--- config.mk ---
export PLATFORM = sky130hd
export DESIGN_NAME = instruction_fetch
export DESIGN_NICKNAME = d
export VERILOG_FILES = /design/src/rtl/instruction_fetch_pkg.sv /design/src/rtl/instruction_fetch_rom.sv /design/src/rtl/instruction_fetch.sv
export SDC_FILE = /design/constraint.sdc
export NUM_CORES = 1
export LEC_CHECK = 0
export BUFFER_PORTS_ARGS = -buffer_cell sky130_fd_sc_hd__buf_2
export CORE_ASPECT_RATIO = 2
export CORE_MARGIN = 1.5
export CORE_UTILIZATION = 35
export DETAILED_ROUTE_END_ITERATION = 10
export SLEW_MARGIN = 5
export SYNTH_ARGS = -nofsm -noshare
export SYNTH_HDL_FRONTEND = slang
export SYNTH_SLANG_ARGS = --single-unit
--- constraint.sdc ---
create_clock -name Clock -period 1.18 [get_ports Clock]
set_input_delay 0.295 -clock Clock [delete_from_list [all_inputs] [get_ports Clock]]
set_output_delay 0.295 -clock Clock [all_outputs]
set_load 0.005 [all_outputs]
--- src/rtl/instruction_fetch_pkg.sv ---
// -----------------------------------------------------------------------------
// instruction_fetch_pkg
// Shared definitions for the instruction fetch unit:
//   - fetch FSM state encoding (HALT exists only when FETCH_HALT_EN is defined)
//   - default ROM depth / program-counter width
//   - instruction word layout: op [7:6], rx [5:4], ry [3:2], [1:0] unused
//   - default program image used when the top is not given one
// Optional feature macro: FETCH_HALT_EN (adds the HALT state).
// -----------------------------------------------------------------------------
package instruction_fetch_pkg;

   localparam int ROM_DEPTH_DEF = 16;
   localparam int ADDR_W_DEF    = 4;

   typedef enum logic [2:0] {
      IDLE,
      WAIT_STEP,
      READ,
      PRESENT,
      WAIT_DONE,
      ADVANCE
`ifdef FETCH_HALT_EN
      , HALT
`endif
   } fetch_state_e;

   // Instruction word fields, MSB first.
   typedef struct packed {
      logic [1:0] op;
      logic [1:0] rx;
      logic [1:0] ry;
      logic [1:0] rsvd;
   } instr_t;

   // Default program image, word 0 in the least significant byte.
   localparam logic [8*ROM_DEPTH_DEF-1:0] ROM_INIT_DEF = {104'h0, 8'hC4, 8'h46, 8'h05};

endpackage

--- src/rtl/instruction_fetch_rom.sv ---
// -----------------------------------------------------------------------------
// instr_rom
// Synchronous-read instruction ROM, one-cycle read latency. The contents are
// the program image handed down as the INIT parameter (word i in
// INIT[8*i +: 8]).
// Ports:
//   Clock    in   read clock
//   rd_en_i  in   capture the addressed word on this edge
//   addr_i   in   word address
//   data_o   out  registered word, valid the cycle after rd_en_i
// -----------------------------------------------------------------------------
module instr_rom #(
   parameter int                     DEPTH  = 16,
   parameter int                     ADDR_W = 4,
   parameter logic [8*DEPTH-1:0]     INIT   = '0
) (
   input  logic              Clock,
   input  logic              rd_en_i,
   input  logic [ADDR_W-1:0] addr_i,
   output logic [7:0]        data_o
);

   logic [7:0] mem [DEPTH];
   logic [7:0] data_q;

   for (genvar g = 0; g < DEPTH; g++) begin : g_word
      assign mem[g] = INIT[8*g +: 8];
   end

   always_ff @(posedge Clock) begin
      if (rd_en_i) begin
         data_q <= mem[addr_i];
      end
   end

   assign data_o = data_q;

endmodule

--- src/rtl/instruction_fetch.sv ---
// -----------------------------------------------------------------------------
// instruction_fetch
// Fetches 8-bit instruction words from instr_rom and hands them to a
// downstream control circuit, either continuously (Run=1) or one word per
// Step button press (Run=0). A word is presented with isRomDone=0 until the
// consumer pulses Done.
// Ports:
//   Clock      in   single clock, all state on rising edge
//   Reset      in   asynchronous, active-low
//   Run        in   1 = auto-run, 0 = single-step (sampled in IDLE/ADVANCE)
//   Step       in   active-low pushbutton, asynchronous to Clock
//   Done       in   instruction retired (honoured only while presenting)
//   Opcode     out  current instruction word
//   isRomDone  out  active-low: 0 = Opcode valid and stable
//   Pc         out  address of the word on Opcode
//   Halted     out  program end reached (tied 0 unless FETCH_HALT_EN)
// Optional feature macro: FETCH_HALT_EN -- stop in HALT after the last word
// instead of wrapping Pc back to 0.
// -----------------------------------------------------------------------------
module instruction_fetch
   import instruction_fetch_pkg::*;
#(
   parameter int                       ROM_DEPTH = ROM_DEPTH_DEF,
   parameter int                       ADDR_W    = ADDR_W_DEF,
   parameter logic [8*ROM_DEPTH-1:0]   ROM_INIT  = ROM_INIT_DEF
) (
   input  logic              Clock,
   input  logic              Reset,
   input  logic              Run,
   input  logic              Step,
   input  logic              Done,
   output logic [7:0]        Opcode,
   output logic              isRomDone,
   output logic [ADDR_W-1:0] Pc,
   output logic              Halted
);

   localparam logic [ADDR_W-1:0] PC_LAST = ADDR_W'(ROM_DEPTH - 1);

   fetch_state_e      state_q;
   logic [ADDR_W-1:0] pc_q;
   logic [ADDR_W-1:0] pc_inc_d;
   instr_t            opcode_q;
   logic              rom_done_q;
   logic              step_s1_q;
   logic              step_s2_q;
   logic              step_last_q;
   logic              press_d;
   logic              rom_rd_en;
   logic [7:0]        rom_data;
`ifdef FETCH_HALT_EN
   logic              halted_q;
`endif

   // Step synchronizer plus one history flop. Everything idles at 1 (button
   // released) so reset never manufactures a press.
   always_ff @(posedge Clock or negedge Reset) begin
      if (!Reset) begin
         step_s1_q   <= 1'b1;
         step_s2_q   <= 1'b1;
         step_last_q <= 1'b1;
      end else begin
         step_s1_q   <= Step;
         step_s2_q   <= step_s1_q;
         step_last_q <= step_s2_q;
      end
   end

   // A press is the synchronized falling edge; holding the button is one press.
   assign press_d = step_last_q & ~step_s2_q;

   // Wrap explicitly so non-power-of-two depths still count modulo ROM_DEPTH.
   assign pc_inc_d = (pc_q == PC_LAST) ? '0 : pc_q + 1'b1;

   assign rom_rd_en = (state_q == READ);

   instr_rom #(
      .DEPTH  (ROM_DEPTH),
      .ADDR_W (ADDR_W),
      .INIT   (ROM_INIT)
   ) u_rom (
      .Clock   (Clock),
      .rd_en_i (rom_rd_en),
      .addr_i  (pc_q),
      .data_o  (rom_data)
   );

   // Fetch FSM. isRomDone is registered alongside the state so it is low for
   // exactly the WAIT_DONE cycles. Done and press are only looked at in the
   // states that consume them, which drops a press coinciding with Done.
   always_ff @(posedge Clock or negedge Reset) begin
      if (!Reset) begin
         state_q    <= IDLE;
         pc_q       <= '0;
         opcode_q   <= '0;
         rom_done_q <= 1'b1;
`ifdef FETCH_HALT_EN
         halted_q   <= 1'b0;
`endif
      end else begin
         case (state_q)
            IDLE: begin
               state_q <= Run ? READ : WAIT_STEP;
            end
            WAIT_STEP: begin
               if (press_d) begin
                  state_q <= READ;
               end
            end
            READ: begin
               state_q <= PRESENT;
            end
            PRESENT: begin
               opcode_q   <= instr_t'(rom_data);
               rom_done_q <= 1'b0;
               state_q    <= WAIT_DONE;
            end
            WAIT_DONE: begin
               if (Done) begin
                  rom_done_q <= 1'b1;
                  state_q    <= ADVANCE;
               end
            end
            ADVANCE: begin
`ifdef FETCH_HALT_EN
               if (pc_q == PC_LAST) begin
                  halted_q <= 1'b1;
                  state_q  <= HALT;
               end else
`endif
               begin
                  pc_q    <= pc_inc_d;
                  state_q <= Run ? READ : WAIT_STEP;
               end
            end
`ifdef FETCH_HALT_EN
            HALT: begin
               state_q <= HALT;
            end
`endif
            default: begin
               state_q <= IDLE;
            end
         endcase
      end
   end

   assign Opcode    = opcode_q;
   assign isRomDone = rom_done_q;
   assign Pc        = pc_q;
`ifdef FETCH_HALT_EN
   assign Halted    = halted_q;
`else
   assign Halted    = 1'b0;
`endif

endmodule
* Word level (Yosys, flattened, before mapping)
Memory sizes are Yosys's and may differ from the RTL's. A register that Yosys moved wholly into a read port is not among the register bits.
Index checks and enable logic that the tools add are counted.
** Word-level totals
- Register bits :: 19
- Bits in read-only memories :: 128
- Input bits :: 5
- Output and inout bits :: 14
- Memories kept :: 1
** Operators by class
- $add $sub $neg :: 1
- Eq/ne operators :: 8
- Multiplexer cells :: 7
- Bitwise operators :: 3
- Reduce and logical (&&, ||, !) cells :: 5
** Memory list
- (name not given) :: depth 16, bits a word 8, read ports 1, clocked after Yosys merged registers in 1, write ports 0, line instruction_fetch_rom.sv:32 : data_q <= mem[addr_i];
** Operators by type and width (number)
- case mux 3 bit (5 select lines) :: 1
- == test 3 x 2 -> 1 bit, second input constant :: 2
- == test 3 bit, second input constant :: 2
- 2-to-1 mux 3 bit :: 2
- NOT 4 -> 5 bit :: 1
- adder 4 x 1 -> 4 bit, second input constant :: 1
- == test 4 bit, second input constant :: 1
- 2-to-1 mux 4 bit :: 1
- inequality test 2 bit, second input constant :: 2
- AND reduction 2 bit :: 2
- == test 3 x 1 -> 1 bit, second input constant :: 1
- zero test 3 bit :: 1
- 2-to-1 mux 2 bit :: 1
- case mux 1 bit (2 select lines) :: 1
- nonzero test 2 bit :: 1
- OR reduction 2 bit :: 1
- AND 1 bit :: 1
- 2-to-1 mux 1 bit :: 1
- NOT 1 bit :: 1

* Depth between registers and ports, before layout
- Depth after elaboration :: 4
- Mapped depth :: 4
- Gate-level depth less buffers :: 4

* Cells and area by module
A second synthesis with hierarchy kept.
** Unflattened totals
- Cell total of the unflattened synthesis :: 77
- Area, all modules :: 1043.5 um2
** By module, submodules not included
- instruction_fetch :: instances 1, cells an instance 62, area an instance 799.5 um2, sequential area each 480.5 um2
- instr_rom :: instances 1, cells an instance 15, area an instance 244.0 um2, sequential area each 150.1 um2

* Worst setup path after synthesis
Ideal clock, no wire load.
- Path kind :: flip-flop to flip-flop
- Start :: register pc_q[0], in the netlist Pc[0]
- End :: register u_rom.data_q[6], in the netlist u_rom.data_o[6] (data pin)
- Arrival :: 0.889 ns
- Setup slack :: 0.026 ns
- Stages on the path, launching flop included :: 3
- Clock period less this slack :: 1.154 ns
- Path through :: dfrtp_1 ha_1 nor3b_1
** Between the ends
- Word-level cells in the longest chain between the ends :: 1
** Ends and longest elaborated chain
- from (decl) :: line instruction_fetch.sv:41 : logic [ADDR_W-1:0] pc_q;
- from (signal assigned) :: line instruction_fetch.sv:132 : pc_q <= pc_inc_d;
- NOT 4 -> 5 bit (not written as such) :: line instruction_fetch_rom.sv:32
- to (decl) :: line instruction_fetch_rom.sv:24 : logic [7:0] data_q;
No other way between the ends.
A chain may end at the register's enable or synchronous reset.

* Worst setup path after layout
- Start :: register pc_q[0], in the netlist Pc[0]
- End :: output Pc[0]
** RTL lines
- to (decl) :: line instruction_fetch.sv:34 : output logic [ADDR_W-1:0] Pc,
No word-level cell between the ends.

==> out/results.ini <==
[sta]
final_hold_viol_count=0
period_minus_slack_ns=1.24
rsz0062_at_grt=true
holdWs_ns=0.122
setup_viol=2
fmax_mhz=810
fin_ws_ns=-0.0552
drv_slew=0
period_share=1.05
finClkSkew_ns=0.00540

[synth]
synth_top_family_by_area=simple AND/OR/NAND/NOR gates
synthAdderAreaFrac=0.0267
ys_types=34
synth_seq_area_share=0.594
synthTopCellsByArea=dfrtp_1, edfxtp_1, dfstp_2
synth.top_cell.area_share=0.321
ys.flop_type=dfrtp_1
yosys.area_share.xor_xnor=0.00936
synth_edf_count=5
synthMuxAreaShare=0.0722
synth_compound_area_frac=0.0936
synth_seq_cells=21
synth.most_common_cell=dfrtp_1
synthTopCellsByCount=dfrtp_1, o21ai_0, edfxtp_1, mux2_1
syn_area_um2=936
yosys_warnings=0
syn_inst=73
syn_area_per_cell_um2=12.8
yosysTopAreaCell=dfrtp_1
synth-simple-area-share=0.130
synthArstFlopShare=0.762

[setup_path]
required_ns=0.88
worst_setup_path_start_kind=flip-flop
arrival_ns=0.94
cp_max_fo=5
cp_top_family=flip-flops
critical_path_class=reg2out
r2r-start=Pc[0]
end_kind=output port
cpMaxStageDelayCell=dfrtp_2
cpPeakStageDelay_ns=0.45
critPathLaunch=Pc[0]
path_buf_inv=2
worstPathCellList=buf_6 -> buf_6
worst_path_most_repeated_cell=buf_6

[drt]
routedWlPerCell_um=13.5
drc=0
vias=656
antenna_left=0
drt-total-wl_um=1800
dr.first_iter.drc_count=16
via_per_inst=4.93
firstDrtPassIters=4

[final_layout]
fin_nets=113
drive_above_1_share=0.505
n_antenna_cell=0
area_growth_pct=34.6

[global_route]
grt-ovfl-total=0
grt_first_pass_wirelength_um=2970
track_usage=0.140
grt_pass1_vias=683
antenna_found_initial=0
grt_max_degree=17

[place]
dp_worst_setup_slack_ns=-0.0166
place_congestion=0.703
io_buffers=14
place_hpwl_um=1210

[power]
p_leak_nw=0.573
power.total_w=0.00322
ir_drop_mv=1.33
powerDensity_nw_per_um2=2550

[floorplan]
pin_count=19
die_area_um2=3010
core_um2=2540
die_h_um=76.1
start_util=0.369
die_x_um=39.6
rows=26

[clock_network]
clock_latency_ns=0.26
htreeDepth=1
numClockSinks=21
cts_tree=yes
cts_buffers=3
cts_root_buf=clkbuf_8
path_clk_slew_ns=0.08
cts_buffer_depth=2

[outcome]
violations=negative setup slack
outcome=complete, but fails checks

[hold_path]
worstHoldPathType=in2reg
hp-start=Step

[job]
maxCapViolCount=0

worst register-to-register path: stages (launching register included):
cell and delay (ns):
dfrtp_2 0.42, buf_4 0.14, ha_4 0.16, a31oi_4 0.08, mux2_2 0.27
report_power, final:
part / switching, W / internal (W) / total (W)
sequential: 0.000204 / 0.00109 / 0.00130
combinational: 0.000604 / 0.000847 / 0.00145
clock: 0.000229 / 0.000241 / 0.000469
total: 0.00104 / 0.00218 / 0.00322
registers in the layout (all words and copies together) (netlist names):
signal        flops
step_s1_q         1
u_rom.data_o      5
step_s2_q         1
Opcode            5
isRomDone         1
state_q           3
step_last_q       1
Pc                4
through the flow:
stage	cells	instance area [um2]	util	setup TNS (ns)
2_1_floorplan	76	947	-	0
3_3_place_gp	120	1070	0.423	0
3_5_place_dp	120	1070	0.423	-0.0245
4_1_cts	129	1190	0.469	-0.0865
5_1_grt	133	1260	0.497	-0.162
6_report	133	1260	0.497	-0.0637
final timing paths:
path | end | slack, ns | cells past startpoint
max | Pc[0] | -0.06 | 2
min | step_s1_q | 0.12 | 1
min in group asynchronous | Pc[3] | 0.47 | 2
max reg2reg | Pc[0] | 0.01 | 4
max in group asynchronous | step_s2_q | 0.40 | 2
min reg2reg | step_s2_q | 0.36 | 0
final cells by class:
class                           instances  area, um2
Multi-Input combinational cell         44        375
Fill cell                             236       1280
Tap cell                               28       35.0
Inverter                                3       11.3
Sequential cell                        21        562
Timing Repair Buffer                   33        231
Clock buffer                            4       45.0
logic make-up (layout without fill, tap and decap cells):
group,after synthesis,after routing
flops,21,21
compound gates,14,14
other cells,1,4
fa+ha+maj,2,2
mux,6,6
buf+inv,11,40
simple gates,17,17
xor+xnor,1,1
layout by cell type (no fill, tap or decap), drive strengths merged, types with 3 or more instances in the layout:
cell    synthesis  final
dfrtp          12     12
o21ai           7      7
nor2            3      3
edfxtp          5      5
inv             3      3
clkbuf          1      4
dfstp           4      4
mux2            6      6
conb            1      4
nand3b          3      3
buf             7     32
what timing repair did:
| item | in CTS | in global routing |
|---|---|---|
| resized for setup | 9 | 10 |
| setup buffers | 4 | 4 |
| endpoints found under the hold margin | 12 | 0 |
| pin swaps | 0 | 1 |
| hold buffers | 1 | 0 |
| endpoints found under the setup margin | 6 | 16 |
routing by layer:
metal | vias up | wire [um] | GRT usage
met1 | 322 | 653 | 0.145
met2 | 14 | 1040 | 0.238
met3 | 4 | 67 | 0.0262
met4 | 0 | 40 | 0.0828
li1 | 316 | - | -
met5 | - | 0 | 0
Power figures use the tool's default switching activity.
